File: config.mk
export PLATFORM = sky130hd
export DESIGN_NAME = serial_alu_seq
export DESIGN_NICKNAME = d
export VERILOG_FILES = /design/src/rtl/serial_alu_seq.sv
export SDC_FILE = /design/constraint.sdc
export NUM_CORES = 1
export LEC_CHECK = 0
export BUFFER_PORTS_ARGS = -buffer_cell sky130_fd_sc_hd__buf_2
export CAP_MARGIN = 20
export CORE_ASPECT_RATIO = 0.6
export CORE_MARGIN = 10
export CORE_UTILIZATION = 59
export CTS_CLUSTER_DIAMETER = 80
export CTS_CLUSTER_SIZE = 25
export DETAILED_ROUTE_END_ITERATION = 10
export MAX_ROUTING_LAYER = met4
export PLACE_DENSITY_LB_ADDON = 0.05
export REMOVE_ABC_BUFFERS = 1
export SLEW_MARGIN = 20
export SYNTH_ARGS = -nofsm -noshare
export SYNTH_HDL_FRONTEND = slang
export SYNTH_SLANG_ARGS = --single-unit
File: constraint.sdc
create_clock -name clk -period 5.55 [get_ports clk]
set_clock_uncertainty 0.1 [all_clocks]
set_input_delay 0.2775 -clock clk [delete_from_list [all_inputs] [get_ports clk]]
set_output_delay 0.2775 -clock clk [all_outputs]
set_load 0.005 [all_outputs]
File: src/rtl/serial_alu_seq.sv
// Bit-serial ALU sequencer: runs one 1-bit ALU slice LSB-first for WIDTH cycles and collects the result word.
// Optional SERIAL_ALU_FLAGS_EN builds the overflow and zero flag registers; otherwise both outputs are tied to 0.
module serial_alu_seq #(
   parameter int WIDTH = 8
) (
   input  logic             clk,
   input  logic             rst_n,
   input  logic             start,
   input  logic [WIDTH-1:0] a,
   input  logic [WIDTH-1:0] b,
   input  logic [2:0]       op,
   output logic             busy,
   output logic             done,
   output logic [WIDTH-1:0] result,
   output logic             carryout,
   output logic             overflow,
   output logic             zero
);

   localparam int CNT_W = $clog2(WIDTH);

   localparam logic [1:0] S_IDLE  = 2'd0;
   localparam logic [1:0] S_SHIFT = 2'd1;
   localparam logic [1:0] S_DONE  = 2'd2;

   localparam logic [2:0] OP_AND  = 3'b000;
   localparam logic [2:0] OP_OR   = 3'b001;
   localparam logic [2:0] OP_XOR  = 3'b010;
   localparam logic [2:0] OP_ADD  = 3'b011;
   localparam logic [2:0] OP_SUB  = 3'b100;
   localparam logic [2:0] OP_NAND = 3'b101;
   localparam logic [2:0] OP_NOR  = 3'b110;
   localparam logic [2:0] OP_SLT  = 3'b111;

   logic [1:0]       state_q, state_d;
   logic [WIDTH-1:0] a_q, a_d, b_q, b_d;
   logic [2:0]       op_q, op_d;
   logic [CNT_W-1:0] cnt_q, cnt_d;
   logic             carry_q, carry_d;
   logic [WIDTH-2:0] sr_q, sr_d;
   logic [WIDTH-1:0] result_q, result_d;
   logic             carryout_q, carryout_d;

   // 1-bit slice; B is inverted for SUB/SLT so subtraction is A + ~B + 1.
   logic is_arith, invert_b, a_bit, b_bit, slice_sum, slice_cout, slice_out;
   logic last_bit, ovf, final_carry;
   logic [WIDTH-1:0] word, final_result;

   assign is_arith   = (op_q == OP_ADD) || (op_q == OP_SUB) || (op_q == OP_SLT);
   assign invert_b   = (op_q == OP_SUB) || (op_q == OP_SLT);
   assign a_bit      = a_q[cnt_q];
   assign b_bit      = b_q[cnt_q] ^ invert_b;
   assign slice_sum  = a_bit ^ b_bit ^ carry_q;
   assign slice_cout = (a_bit & b_bit) | (a_bit & carry_q) | (b_bit & carry_q);

   always_comb begin
      case (op_q)
         OP_AND:  slice_out = a_bit & b_bit;
         OP_OR:   slice_out = a_bit | b_bit;
         OP_XOR:  slice_out = a_bit ^ b_bit;
         OP_NAND: slice_out = ~(a_bit & b_bit);
         OP_NOR:  slice_out = ~(a_bit | b_bit);
         default: slice_out = slice_sum;
      endcase
   end

   // On the last bit, carry_q is the carry into the MSB, so ovf is the signed overflow term.
   assign last_bit     = (cnt_q == CNT_W'(WIDTH - 1));
   assign word         = {slice_out, sr_q};
   assign ovf          = carry_q ^ slice_cout;
   assign final_carry  = is_arith ? slice_cout : 1'b0;
   assign final_result = (op_q == OP_SLT) ? {{(WIDTH-1){1'b0}}, slice_sum ^ ovf} : word;

   // NOTE: every combinational output gets a default first so no path leaves it unassigned (no latches).
   always_comb begin
      state_d    = state_q;
      a_d        = a_q;
      b_d        = b_q;
      op_d       = op_q;
      cnt_d      = cnt_q;
      carry_d    = carry_q;
      sr_d       = sr_q;
      result_d   = result_q;
      carryout_d = carryout_q;
      case (state_q)
         S_IDLE: begin
            if (start) begin
               a_d     = a;
               b_d     = b;
               op_d    = op;
               cnt_d   = '0;
               carry_d = (op == OP_SUB) || (op == OP_SLT);
               state_d = S_SHIFT;
            end
         end
         S_SHIFT: begin
            sr_d    = word[WIDTH-1:1];
            carry_d = is_arith ? slice_cout : 1'b0;
            cnt_d   = cnt_q + CNT_W'(1);
            if (last_bit) begin
               result_d   = final_result;
               carryout_d = final_carry;
               state_d    = S_DONE;
            end
         end
         S_DONE:  state_d = S_IDLE;
         default: state_d = S_IDLE;
      endcase
   end

   // NOTE: all state, including the operand latches and shift register, is reset so nothing from an aborted op survives.
   always_ff @(posedge clk or negedge rst_n) begin
      if (!rst_n) begin
         state_q    <= S_IDLE;
         a_q        <= '0;
         b_q        <= '0;
         op_q       <= '0;
         cnt_q      <= '0;
         carry_q    <= 1'b0;
         sr_q       <= '0;
         result_q   <= '0;
         carryout_q <= 1'b0;
      end else begin
         // NOTE: non-blocking assignments so every register samples pre-edge values.
         state_q    <= state_d;
         a_q        <= a_d;
         b_q        <= b_d;
         op_q       <= op_d;
         cnt_q      <= cnt_d;
         carry_q    <= carry_d;
         sr_q       <= sr_d;
         result_q   <= result_d;
         carryout_q <= carryout_d;
      end
   end

   assign busy     = (state_q != S_IDLE);
   assign done     = (state_q == S_DONE);
   assign result   = result_q;
   assign carryout = carryout_q;

`ifdef SERIAL_ALU_FLAGS_EN
   logic overflow_q, overflow_d, zero_q, zero_d;
   logic enter_done;

   assign enter_done = (state_q == S_SHIFT) && last_bit;

   always_comb begin
      overflow_d = overflow_q;
      zero_d     = zero_q;
      if (enter_done) begin
         overflow_d = is_arith ? ovf : 1'b0;
         zero_d     = (final_result == '0);
      end
   end

   always_ff @(posedge clk or negedge rst_n) begin
      if (!rst_n) begin
         overflow_q <= 1'b0;
         zero_q     <= 1'b0;
      end else begin
         overflow_q <= overflow_d;
         zero_q     <= zero_d;
      end
   end

   assign overflow = overflow_q;
   assign zero     = zero_q;
`else
   assign overflow = 1'b0;
   assign zero     = 1'b0;
`endif

endmodule
# After elaboration in Yosys (flattened, before gate mapping)
# Index checks and enable logic that the tools add are counted.
# classes
addsub,1
n_mul,0
n_div,0
n_lt_le_gt_ge,1
eq_ne,14
shifts,0
muxes,14
bitwise,13
n_reduce_logical,12
# ops
operator,count
"equality test 3 bit, second input constant",7
2-to-1 mux 8 bit,1
AND reduction 2 bit,4
binary-select mux 1 bit (select 3 bit),2
"equality test 3 x 2 -> 1 bit, second input constant",2
one-hot mux 3 bit (2 select lines),1
one-hot mux 1 bit (5 select lines),1
XOR 1 bit,5
logical OR 1 bit,4
"less-than comparator 3 x 4 -> 1 bit, second input constant",1
2-to-1 mux 1 bit,4
2-to-1 mux 2 bit,2
"!= test 2 bit, second input constant",2
one-hot mux 2 bit (2 select lines),1
nonzero test 2 bit,2
"adder 3 x 1 -> 3 bit, second input constant",1
bitwise AND 1 bit,3
"equality test 3 x 1 -> 1 bit, second input constant",1
zero test 3 bit,1
2-to-1 mux 3 bit,1
OR 1 bit,3
"equality test 2 x 1 -> 1 bit, second input constant",1
"equality test 2 bit, second input constant",1
zero test 2 bit,1
other kinds (2),3
# totals
ff_bits,41
latchBits,0
mem_bits_rw,0
mem_bits_ro,0
input_bits,22
output_inout_bits,13
elab_cells,64
n_memories,0

# Depth between registers and ports, before layout
# logic_depth
depth_word,9
depth_mapped,8
depth_no_buf,6

# Worst setup path after synthesis
# Ideal clock, no wire load.
# synth_path
path_type,register to register
start,register cnt_q[1]
end,register sr_q[6]
setup_time_ns,0.095
t_arrival_ns,2.056
required_time_ns,5.355
slack_ns,3.299
stages_incl_launch_ff,8
path_buffers,1
period_less_slack_ns,2.251
path_cell_list,dfrtp_1 -> buf_6 -> mux2i_1 -> mux4_2 -> xnor2_4 -> xor2_1 -> a311o_1 -> o31ai_1
# synth_between
elab_chain_cells,6
# synth_lines
item,line,rtl
start: declaration,38,"logic [CNT_W-1:0] cnt_q, cnt_d;"
start signal: assignment,129,cnt_q <= cnt_d;
binary-select mux 1 bit (select 3 bit),52,assign b_bit = b_q[cnt_q] ^ invert_b;
2-to-1 mux 1 bit (implied by the code),52,
XOR 1 bit,52,
XOR 1 bit (tied with other cells),"53, 60",
XOR 1 bit (tied with other cells),53,assign slice_sum = a_bit ^ b_bit ^ carry_q;
one-hot mux 1 bit (5 select lines) (*),57,case (op_q)
end signal: assignment,131,sr_q <= sr_d;
end: declaration,40,"logic [WIDTH-2:0] sr_q, sr_d;"
# Mark *: on every way between the ends. The rest lies on a longest branch, timed or not. The select of a mux whose other input is x is not followed.
# A chain may end at the register's enable or synchronous reset.

# Final worst setup path
# layout_path
start,register cnt_q[0]
end,register sr_q[6]
# The elaborated chain is that of the path after synthesis.

==> results.md <==
- Status: finished, violations left
- Violated checks: negative hold slack
- Share of flip-flops with an asynchronous set or reset: 100%
- Worst skew pair latency: 0.29 ns
- DP Worst Slack: 2.71 ns
- CTS tree: done
- Largest net degree at the start of global routing: 42
- RSZ-0062 raised after global routing: no
- Max-slew violations: 0
- Clk pin slew, worst setup/hold paths: 0.08 ns
- Peak VDD IR: 321 uV
- Number of antenna diodes: 0
- Avg Cell Area, Syn: 11.7 um2
- DRT Pass-1 Iters: 4
- Req. time, crit path: 5.65 ns
- Initial antenna violation count: 0
- # port buffers: 32
- Antenna-violating nets left: 0
- Final GP Congestion: 0.886
- Top-area cell type share of the netlist area: 53.6%
- Vias in the first global route: 1428
- H-tree levels: 2
- Worst hold path class: primary input to async pin
- Gr ovfl total: 0
- Final Non-Filler Cells: 237
- Final Worst Setup Slack: 2.66 ns
- Setup crit start kind: flop
- Number of enable flip-flop cells after synthesis: 0
- Sequential area share after synthesis: 53.6%
- Global-route wire length before repair: 6760 um
- Final Cycle Share: 52.2%
- FMAX: 0.345 GHz
- Final hold viol count: 33
- Cts bufs inserted: 5
- Ratio of cells with drive above 1 in the final layout: 31.8%
- Netlist cell types: 34
- FF+latch count, synth: 41
- Post-layout nets: 218
- Vias per std cell: 5.87
- Area Overhead vs Synth: 13.2%
- R2R cell count: 6
- Critical Path Fanout Max: 11
- # rows: 15
- Primary FF master, synth: dfrtp_1
- Die area: 0.00600 mm2
- Number of DRC markers in iteration 0: 123
- Synth Instances: 164
- Die height: 64.1 um
- Largest cells by area after synthesis: dfrtp_1 (54%), mux2_2 (11%), nand2_1 (6.5%)
- Leak pwr: 1.04 nW
- Worst-Margin Slew: 0.864 ns
- CTS max path bufs: 2
- Final setup vio count: 0
- Core box area: 0.00298 mm2
- CP Class: flop to flop
- Most common cell in the netlist: dfrtp_1
- Initial Utilization: 64.2%
- I/O pin total: 35
- Clock sink total: 41
- Resized cells post-CTS: 0
- Detailed placement HPWL: 3030 um
- Synth area leader: dfrtp_1
- Pwr dens: 640 mW/mm2
- Inst Count DP: 229
- Final Cell Area: 0.00217 mm2
- # DRC: 0
- Fin crit period: 2.89 ns
- CP Data Arrival Time: 2.99 ns
- Worst hold margin: -0.0141 ns
- Die X: 93.6 um
- WL final: 4110 um
- Finished Core Util: 72.7%
- Root Buffer: clkbuf_8
- All-Layer GR Usage: 14.6%
- Max_cap viols: 0
- Slew margin rel.: 40.8%
- Drt wl/cell: 17.3 um
- Mapped Area: 0.00192 mm2
- CP endpoint kind: flop
- Setup_tns: 0 ns
- Post-cts hold buffer count: 0
- Yosys warnings: 0
- Cell Area, Placed: 0.00208 mm2
- Post-CTS setup buffers: 0
- Via count: 1391
- Synth top cells by count: dfrtp_1 (41), nand2_1 (33), mux2_2 (18)
==> flip-flops by register name, indices dropped and copies added (netlist names) <==
signal,count
result,8
carry_q,1
cnt_q,3
a_q,8
sr_q,7
state_q,2
carryout,1
b_q,8
op_q,3
==> power by group <==
| group | switching (W) | internal (W) | leakage (nW) |
|---|---|---|---|
| Clock | 0.000101 | 0.0000867 | 0.0439 |
| Combinational | 0.000332 | 0.000312 | 0.495 |
| Sequential | 0.000115 | 0.000441 | 0.503 |
==> per-layer routing <==
layer	share of wire, %	up-vias	track usage (%)
li1	-	633	-
met1	46	663	18.6
met2	43	80	21.5
met3	8.2	15	4.43
met4	2.2	0	5.28
met5	0	-	-
==> critical path: stages (launching register included) <==
cell	delay [ns]
dfrtp_1	0.46
mux4_1	0.57
mux2i_1	0.70
mux2i_1	0.27
a21oi_1	0.09
a311o_1	0.35
o31ai_1	0.25
==> placed cells by master (no fill, tap or decap), types with 2 or more instances in the layout <==
cell and n:
ha_1 2, mux2_2 18, conb_1 2, a22o_1 6, nor2b_1 3, xnor2_1 2
clkbuf_8 5, o21ai_0 9, inv_1 4, clkinv_2 2, nand2_1 33, o31ai_1 2
mux2i_1 6, buf_2 32, nor2_1 4, mux4_1 2, dfrtp_1 41, a21oi_1 5
==> worst paths after layout <==
path,slack [ns],from,to
max in group asynchronous,4.83,rst_n,a_q[2]
hold reg to reg,0.39,sr_q[0],sr_q[0]
setup reg to reg,2.66,cnt_q[0],sr_q[6]
hold / removal,-0.01,rst_n,result[5]
setup / recovery,2.66,cnt_q[0],sr_q[6]
min in group clk,0.11,a[3],a_q[3]
==> per-stage QoR <==
step	hold slack [ns]	power [W]
after floorplan	-0.118	0.00101
after global placement	0.324	0.00114
after detailed placement	0.341	0.00119
after CTS	0.0183	0.00138
after global routing	0.0636	0.00149
final	-0.0141	0.00139
==> kinds of logic (layout without fill, tap and decap cells) <==
family / count (synthesis) / count (layout) / share of synthesized area [%]
and+or+nand+nor: 43 / 43 / 9.08
DFF: 41 / 41 / 53.6
AOI/OAI and AO/OA: 32 / 32 / 11.6
muxes: 27 / 27 / 17.6
buffers and inverters: 14 / 44 / 3.79
xor gates and xnor gates: 4 / 4 / 2.81
adders and majority gates: 2 / 2 / 1.31
other: 1 / 2 / 0.196
==> final cells by class <==
type	count	area, um2
Clock buffer	5	68.8
Clock inverter	3	17.5
Fill cell	208	816
Inverter	4	15.0
Multi-Input combinational cell	110	828
Sequential cell	41	1030
Tap cell	42	52.6
Timing Repair Buffer	32	160
Power figures use the tool's default switching activity.
